==> src/rtl/pc_sequencer.sv <==
// Fetch-stage program counter: sequential/branch/JALR/trap redirect with stall and
// misaligned-target hold. Optional return-address stack enabled by PC_SEQUENCER_RAS_EN.
module pc_sequencer #(
    parameter int              XLEN         = 32,
    parameter logic [XLEN-1:0] RESET_VECTOR = {XLEN{1'b0}},
    parameter int              RAS_DEPTH    = 4
) (
    input  logic            clk,
    input  logic            reset_n,
    input  logic            stall,
    input  logic [1:0]      pc_sel,
    input  logic [XLEN-1:0] branch_offset,
    input  logic [XLEN-1:0] jump_base,
    input  logic [XLEN-1:0] jump_offset,
    input  logic [XLEN-1:0] trap_vector,
    input  logic            ras_push,
    input  logic            ras_pop,
    output logic [XLEN-1:0] pc,
    output logic [XLEN-1:0] pc_plus4,
    output logic            misaligned,
    output logic [XLEN-1:0] ras_top,
    output logic            ras_valid
);

    logic [XLEN-1:0] pc_q, pc_d;
    logic            misaligned_q, misaligned_d;
    logic [XLEN-1:0] target_s;
    logic            target_mis_s;

    assign pc_plus4   = pc_q + XLEN'(4);
    assign pc         = pc_q;
    assign misaligned = misaligned_q;

    // Redirect target; only branch and JALR can produce a misaligned address.
    always_comb begin
        target_s     = pc_plus4;
        target_mis_s = 1'b0;
        case (pc_sel)
            2'd0: target_s = pc_plus4;
            2'd1: begin
                target_s     = pc_q + branch_offset;
                target_mis_s = |target_s[1:0];
            end
            2'd2: begin
                target_s     = (jump_base + jump_offset) & ~{{(XLEN-1){1'b0}}, 1'b1};
                target_mis_s = |target_s[1:0];
            end
            2'd3: target_s = {trap_vector[XLEN-1:2], 2'b00};
            default: target_s = pc_plus4;
        endcase
    end

    // Next PC and flag: stalls and misaligned targets both hold the PC.
    always_comb begin
        pc_d         = pc_q;
        misaligned_d = 1'b0;
        if (stall) begin
            pc_d         = pc_q;
            misaligned_d = 1'b0;
        end else if (target_mis_s) begin
            pc_d         = pc_q;
            misaligned_d = 1'b1;
        end else begin
            pc_d         = target_s;
            misaligned_d = 1'b0;
        end
    end

    // PC and misaligned flag registers.
    always_ff @(posedge clk) begin
        if (!reset_n) begin
            pc_q         <= RESET_VECTOR;
            misaligned_q <= 1'b0;
        end else begin
            pc_q         <= pc_d;
            misaligned_q <= misaligned_d;
        end
    end

`ifdef PC_SEQUENCER_RAS_EN
    localparam int PW = (RAS_DEPTH > 1) ? $clog2(RAS_DEPTH) : 1;
    localparam int CW = $clog2(RAS_DEPTH + 1);

    logic [XLEN-1:0] ras_mem_q [RAS_DEPTH];
    logic [PW-1:0]   ras_ptr_q, ras_ptr_d;
    logic [CW-1:0]   ras_cnt_q, ras_cnt_d;
    logic            ras_wr_s;
    logic [PW-1:0]   ras_idx_s;
    logic            ras_en_s;
    logic            ras_empty_s;

    assign ras_en_s    = !stall && !target_mis_s;
    assign ras_empty_s = (ras_cnt_q == CW'(0));

    // Stack pointer/count update; a push on a full stack overwrites the oldest slot.
    always_comb begin
        ras_ptr_d = ras_ptr_q;
        ras_cnt_d = ras_cnt_q;
        ras_wr_s  = 1'b0;
        ras_idx_s = ras_ptr_q;
        if (!ras_en_s) begin
            ras_wr_s = 1'b0;
        end else if (ras_push && ras_pop && !ras_empty_s) begin
            ras_wr_s = 1'b1;
        end else if (ras_push) begin
            ras_ptr_d = ras_ptr_q + PW'(1);
            ras_idx_s = ras_ptr_q + PW'(1);
            ras_wr_s  = 1'b1;
            if (ras_cnt_q != CW'(RAS_DEPTH)) begin
                ras_cnt_d = ras_cnt_q + CW'(1);
            end else begin
                ras_cnt_d = ras_cnt_q;
            end
        end else if (ras_pop && !ras_empty_s) begin
            ras_ptr_d = ras_ptr_q - PW'(1);
            ras_cnt_d = ras_cnt_q - CW'(1);
        end else begin
            ras_wr_s = 1'b0;
        end
    end

    // RAS storage and pointers.
    always_ff @(posedge clk) begin
        if (!reset_n) begin
            ras_ptr_q <= PW'(0);
            ras_cnt_q <= CW'(0);
            for (int i = 0; i < RAS_DEPTH; i++) begin
                ras_mem_q[i] <= {XLEN{1'b0}};
            end
        end else begin
            ras_ptr_q <= ras_ptr_d;
            ras_cnt_q <= ras_cnt_d;
            if (ras_wr_s) begin
                ras_mem_q[ras_idx_s] <= pc_plus4;
            end
        end
    end

    assign ras_top   = ras_empty_s ? {XLEN{1'b0}} : ras_mem_q[ras_ptr_q];
    assign ras_valid = !ras_empty_s;
`else
    logic unused_ras_s;
    assign unused_ras_s = ras_push ^ ras_pop;
    assign ras_top      = {XLEN{1'b0}};
    assign ras_valid    = 1'b0;
`endif

endmodule

==> config.mk <==
export PLATFORM = sky130hd
export DESIGN_NAME = pc_sequencer
export DESIGN_NICKNAME = d
export VERILOG_FILES = /design/src/rtl/pc_sequencer.sv
export SDC_FILE = /design/constraint.sdc
export NUM_CORES = 1
export LEC_CHECK = 0
export CAP_MARGIN = 20
export CORE_ASPECT_RATIO = 1.25
export CORE_MARGIN = 5
export CORE_UTILIZATION = 45
export CTS_CLUSTER_DIAMETER = 100
export DETAILED_ROUTE_END_ITERATION = 10
export DONT_BUFFER_PORTS = 1
export SLEW_MARGIN = 20
export SYNTH_ARGS = -nofsm -noshare
export SYNTH_HDL_FRONTEND = slang
export SYNTH_SLANG_ARGS = --single-unit
==> constraint.sdc <==
create_clock -name clk -period 3.28 [get_ports clk]
set_input_delay 0.656 -clock clk [delete_from_list [all_inputs] [get_ports clk]]
set_output_delay 0.656 -clock clk [all_outputs]
set_load 0.005 [all_outputs]
Word level (Yosys, flattened, before mapping)
Cells that the tools add are included.
{"block": "totals", "regBits": 33, "in_bits": 135, "out_inout_bits": 98, "wordCells": 18}
{"block": "classes", "n_addsub": 3, "n_eq_ne": 3, "n_mux": 3, "bitwise_logic": 3, "reduce_logical": 4}
{"op": "$pmux W32 S4", "n": 1}
{"op": "$add A32 B32 Y32", "n": 2}
{"op": "$add A32 B3 Y32 const B", "n": 1}
{"op": "$eq A2 B2 Y1 const B", "n": 2}
{"op": "$reduce_or A2 Y1", "n": 2}
{"op": "$not A1 Y1", "n": 3}
{"op": "$eq A2 B1 Y1 const B", "n": 1}
{"op": "$logic_not A2 Y1", "n": 1}
{"op": "$pmux W1 S2", "n": 1}
{"op": "$reduce_and A2 Y1", "n": 1}
{"op": "$mux W1", "n": 1}

Logic depth before layout (Yosys ltp)
Gate-level depths: netlist (run 1).
{"block": "logic_depth", "depth_word": 5, "mapped_depth": 12, "ltp_nobuf": 12}

Worst setup path before layout (run 1)
No wires, ideal clock.
{"block": "synth_timing", "path_type": "input to register", "startpoint": "input port branch_offset[0]", "endpoint": "register pc_q[28] (netlist: pc[28])", "setup_time_ns": 0.115, "arrival_time_ns": 2.840, "required_ns": 3.165, "slack_ns": 0.326, "cell_stages": 12, "path_buffers": 0, "cell_sequence": "ha_1 > inv_1 > fa_1 > nor2b_1 > o31a_1 > nand2b_4 > a221oi_2 > o31ai_2 > a221oi_2 > o2111a_1 > a211o_1 > o21a_1"}
{"block": "synth_between", "elab_chain_len": 5, "word_cells_on_any_way": 6, "cone_classes": "add/sub: 1; mux: 2; bitwise: 1; reduce/logical: 2"}
{"item": "start: declaration", "line": "12", "text": "input logic [XLEN-1:0] branch_offset,"}
{"item": "$add A32 B32 Y32 (*)", "line": "41", "text": "target_s = pc_q + branch_offset;"}
{"item": "$reduce_or A2 Y1", "line": "42", "text": "target_mis_s = |target_s[1:0];"}
{"item": "$pmux W1 S2", "line": "38", "text": "case (pc_sel)"}
{"item": "$not A1 Y1 (no source line)"}
{"item": "$reduce_and A2 Y1 (no source line)"}
{"item": "end signal: assignment", "line": "75", "text": "pc_q <= pc_d;"}
{"item": "end: declaration", "line": "25", "text": "logic [XLEN-1:0] pc_q, pc_d;"}
Mark *: on every way between the ends. The rest lies on a longest branch, timed or not.
A chain may end at the register's enable or synchronous reset.

Worst setup path after layout (run 1)
{"block": "layout_timing", "startpoint": "register pc_q[3] (netlist: pc[3])", "endpoint": "output port pc_plus4[30]"}
{"block": "layout_between", "elab_chain_len": 1}
{"item": "$add A32 B3 Y32", "line": "30", "text": "assign pc_plus4 = pc_q + XLEN'(4);"}
{"item": "end: declaration", "line": "19", "text": "output logic [XLEN-1:0] pc_plus4,"}
No other way between the ends.

==> results.cfg, run 1 <==
[synthesis]
yosysSeqAreaShare_pct = 10.7
synthCells = 853
ys_warn_count = 0
synthAdderAreaFrac_pct = 14.0
synth_top_area_cell = ha_1
async_flop_share_pct = 0
synth-compound-area-share_pct = 33.3
synth_area_um2 = 6180
synth_top_family_by_area = compound AO/OA/AOI/OAI gates
yosys.area_share.simple_pct = 20.0
synth-seq-cells = 33
ys_types = 71
synth_area_leaders = ha_1 13%, dfxtp_1 11%, xnor2_1 8.8%
muxShareOfSynthArea_pct = 0.506
synth_edf_count = 0
yosysMostFrequentCell = a21oi_1
syn_avg_cell_area_um2 = 7.24
netlist.area_leader.share_pct = 13.4
synth-xor-area-share_pct = 11.9
synth.top_cells.by_count = 86 x a21oi_1, 80 x nand2_1, 66 x ha_1, 62 x xnor2_1, 44 x nor2_1
synthFlopType = dfxtp_1

[power]
ir_worst_vdd_mv = 0.167
p_leak_nw = 2.77
power.density_nw_per_um2 = 328

[detailed_routing]
ant_nets = 0
routedWlPerCell_um = 20.9
drc = 0
route.vias.total = 6526
drt-vias-per-instance = 6.42
routed_wl_um = 21300
dr.pass1.iters = 6
initialDrtViolationCount = 691

[clock_network]
cts.sinks = 33
h-tree-depth = 2
cts_tree = built
clkTransAtPathRegs_ns = 0.05
clock_path_buffers = 2
numCtsBuffers = 5
insertion_delay_ns = 0.28
holdBufCountCts = 0
post-cts-setup-buffers = 0
cts_root_buffer = clkbuf_16

[setup_path]
worstPathArrival_ns = 2.47
critPathKind = flip-flop to output port
critPathLaunchType = flip-flop
path_max_fanout = 5
cp-end-kind = output port
crit_required_ns = 2.62

[place]
hpwl_um = 17300
place.gp.congestion = 0.939
port-buffer-count = 0

[global_route]
grt_use_met2_pct = 40.8
antenna_found_initial = 0
grt_pass1_vias = 6349
top_usage_layer = met2
met1_usage_pct = 33.4
grt.met3_usage_pct = 5.14
grt_use_total_pct = 25.0
grt_pass1_wl_um = 33200
grt_max_degree = 39
overflow = 0

[timing]
setup_viol = 0
slew_violations = 0
timing.final.crit_period_ns = 3.13
finalSetupTns_ns = 0
worst_clock_skew_ns = 0.00373
rsz0062_at_grt = false
max-slew-margin-rel_pct = 46.5
hold_viol_final = 0
period_share_pct = 95.4
tightestPinTransition_ns = 0.802
timing.fmax_ghz = 0.319

[run_status]
status = completed

[floorplanning]
coreArea_um2 = 13300
rows = 47
io_pins = 233
dieArea_um2 = 16200
die_y_um = 141
die_w_um = 115
start_util_pct = 46.3

[layout]
fin_nets = 1049
diodes = 0
drive_gt1_share_pct = 7.80
syn_to_final_growth_pct = 5.13
final_util_pct = 48.6

[run]
maxCapViolCount = 0

[min_path]
hp-class = primary input to flip-flop
==> worst max-delay path: stages (launching register included) <==
cell and delay [ns]:
dfxtp_1 0.42, ha_1 0.26, nand3_1 0.19, nor2b_1 0.25
nand3_1 0.17, nor4_2 0.25, buf_4 0.18, nand2_1 0.08
nor2_1 0.21, xnor2_1 0.19
==> report_power, final <==
group	switching (mW)	total [mW]	leakage (nW)	internal [mW]
logic	0.677	1.15	2.42	0.470
clock network	0.178	0.476	0.0700	0.298
registers	0.0691	0.507	0.272	0.438
total	0.924	2.13	2.77	1.21
==> sequential cells by signal, indices dropped and copies added (netlist names) <==
signal      flops
misaligned      1
pc             32
==> logic make-up (layout without fill, tap and decap cells) <==
group                      Yosys count  in the layout
xor gates and xnor gates            84             84
and+or+nand+nor                    250            250
adders and majority gates           68             68
buffers and inverters              118             79
AOI/OAI and AO/OA                  296            296
DFF                                 33             33
muxes                                3              3
other                                1             33
==> area by class of cell <==
cell class	instances	area, um^2
sequential	33	662
multi-input combinational	734	5060
clock buffer	7	143
fill	1392	6860
timing repair buffer	39	293
inverter	33	124
tap	171	214
==> path summary, 6_finish.rpt <==
kind,start,end,slack [ns],depth (start not counted)
setup / recovery,pc[3],pc_plus4[30],0.15,9
hold / removal,stall,misaligned,0.44,1
hold reg to reg,pc[3],pc[3],0.55,2
setup reg to reg,pc[5],pc[28],0.34,10
==> layout by cell type (no fill, tap or decap), drive strengths merged, types with 13 or more instances in the layout <==
cell    instances
a21o           26
a21oi          87
a221oi         22
buf            39
conb           33
dfxtp          33
ha             66
inv            31
nand2          80
nand3          38
nand4          23
nor2           44
nor2b          14
o21ai          48
o221ai         13
xnor2          62
xor2           22
==> routing by layer <==
layer | up-vias | part of all wire (%) | wire length (um)
met2 | 358 | 46 | 9710
met5 | - | 0 | 0
met4 | 0 | 2.8 | 597
met3 | 46 | 10 | 2200
met1 | 3028 | 41 | 8780
li1 | 3094 | - | -
==> per-stage QoR <==
stage	total power [mW]	std cells	hold slack [ns]	cell area (um^2)	setup slack (ns)
detailed placement	1.63	1010	0.549	6340	0.0482
floorplan	1.37	885	0.498	6300	0.326
CTS	2.11	1017	0.441	6490	0.0569
global route	2.27	1017	0.437	6490	0.0241
finish	2.13	1017	0.441	6490	0.150
global placement	1.61	1010	0.543	6340	0.0602
==> repair_timing <==
item	CTS	global route
endpoints found under the setup margin	0	2
hold endpoints to repair	0	0
resized for setup	0	2
Note: power is estimated with default switching activity, not from simulation.
==> inputs of run 2 (changes only) <==
Settings changed: CORE_UTILIZATION 45 to 34.
==> run 2 against run 1 <==
Against the previous run:
- clock power grew 1%
- count of clock-buffer cells in the layout is the same
- combinational power is essentially flat
- core utilization shrank 12 points
- wire length grew 2.8%
- largest cell class unchanged
==> results.cfg, run 2 (synthesis results as in run 1) <==
[timing]
tightestPinTransition_ns = 0.755
timing.final.crit_period_ns = 3.17
period_share_pct = 96.6
hold_viol_final = 0
slew_violations = 0
finalSetupTns_ns = 0
worst_clock_skew_ns = 0.00468
max-slew-margin-rel_pct = 49.7
timing.fmax_ghz = 0.316
setup_viol = 0
rsz0062_at_grt = false

[floorplanning]
io_pins = 233
die_w_um = 131
die_y_um = 161
dieArea_um2 = 21000
coreArea_um2 = 18000
rows = 55
start_util_pct = 34.4

[global_route]
grt_pass1_vias = 6064
antenna_found_initial = 1
grt_pass1_wl_um = 33200
grt_max_degree = 39
grt_use_total_pct = 19.8
overflow = 0

[detailed_routing]
dr.pass1.iters = 8
routedWlPerCell_um = 20.2
routed_wl_um = 21900
initialDrtViolationCount = 457
drc = 0
route.vias.total = 6319
ant_nets = 0
drt-vias-per-instance = 5.84

[run_status]
status = completed

[power]
p_switching_mw = 0.927
p_leak_nw = 2.81
power.density_nw_per_um2 = 322
ir_worst_vdd_mv = 0.189
switching_share_pct = 43.3
p_clk_share_pct = 22.6
seq_power_share_pct = 23.7
p_int_mw = 1.21
combPwrFrac_pct = 53.8

[layout]
largest_register_ffs = 32
drive_gt1_share_pct = 8.90
diodes = 0
fin_nets = 1057
final_common_cell = a21oi_1
syn_to_final_growth_pct = 7.48
final_cell_mix = 85 x a21oi_1, 80 x nand2_1, 66 x ha_1, 62 x xnor2_1, 47 x buf_4
final_util_pct = 37.0
nFillCells = 1883

[clock_network]
insertion_delay_ns = 0.29
holdBufCountCts = 0
cts_root_buffer = clkbuf_16
h-tree-depth = 2
clock_path_buffers = 2
cts.sinks = 33
numCtsBuffers = 5
cts_tree = built
clkTransAtPathRegs_ns = 0.06
post-cts-setup-buffers = 0

[run]
maxCapViolCount = 0

[min_path]
hp-class = primary input to flip-flop

[setup_path]
critPathKind = flip-flop to output port
crit_required_ns = 2.62
path_max_fanout = 4
critPathLaunchType = flip-flop
worstPathArrival_ns = 2.51
cp-end-kind = output port

[place]
place.gp.congestion = 0.900
hpwl_um = 18100
port-buffer-count = 0
## run 2: cell type report
class	count	area, um^2	share of cell area, %
clock buffer	7	143	2.15
tap	228	285	4.30
inverter	33	124	1.87
timing repair buffer	47	353	5.32
sequential	33	661	9.95
multi-input combinational	734	5070	76.4
## run 2: critical path: stages (launching register included)
cell     delay (ns)
dfxtp_1        0.40
buf_4          0.17
ha_1           0.25
nand3_2        0.18
nor2b_4        0.19
nand3_1        0.14
nor4_2         0.27
buf_4          0.19
nand2_1        0.09
nor2_2         0.17
xnor2_1        0.17
## run 2: per-layer routing
| metal | vias to the layer above | wire length (um) | share of wire [%] | track usage, % |
|---|---|---|---|---|
| li1 | 3113 | - | - | - |
| met1 | 2928 | 9240 | 42 | 25.5 |
| met2 | 244 | 10100 | 46 | 32.0 |
| met3 | 32 | 1900 | 8.7 | 5.46 |
| met4 | 2 | 603 | 2.8 | 6.08 |
| met5 | - | 20 | 0.091 | 0 |
## run 2: path summary, 6_finish.rpt
check        start           end  slack (ns)  cells past startpoint
min reg2reg  pc[3]         pc[3]        0.55                      2
max reg2reg  pc[7]        pc[28]        0.33                      9
min          stall    misaligned        0.44                      1
max          pc[2]  pc_plus4[30]        0.11                     10
## run 2: power groups by stage
stage | combinational [mW] | sequential, mW | clock, mW
floorplan | 0.875 | 0.496 | 0
finish | 1.15 | 0.506 | 0.483
CTS | 1.14 | 0.505 | 0.484
detailed placement | 1.13 | 0.514 | 0
global placement | 1.13 | 0.513 | 0
global route | 1.27 | 0.512 | 0.501
## run 2: what timing repair did
item,4_1_cts,5_1_grt
endpoints found under the setup margin,1,4
gates resized for setup,2,3
hold endpoints to repair,0,0
## run 2: metrics by stage
stage	setup WS, ns	cell area (um^2)	hold WS (ns)	power, mW	cells
2_1_floorplan	0.326	6300	0.498	1.37	885
3_3_place_gp	0.0622	6470	0.547	1.64	1075
3_5_place_dp	0.0503	6470	0.543	1.65	1075
4_1_cts	0.0504	6620	0.434	2.13	1082
5_1_grt	0.0169	6640	0.439	2.28	1082
6_report	0.111	6640	0.436	2.14	1082
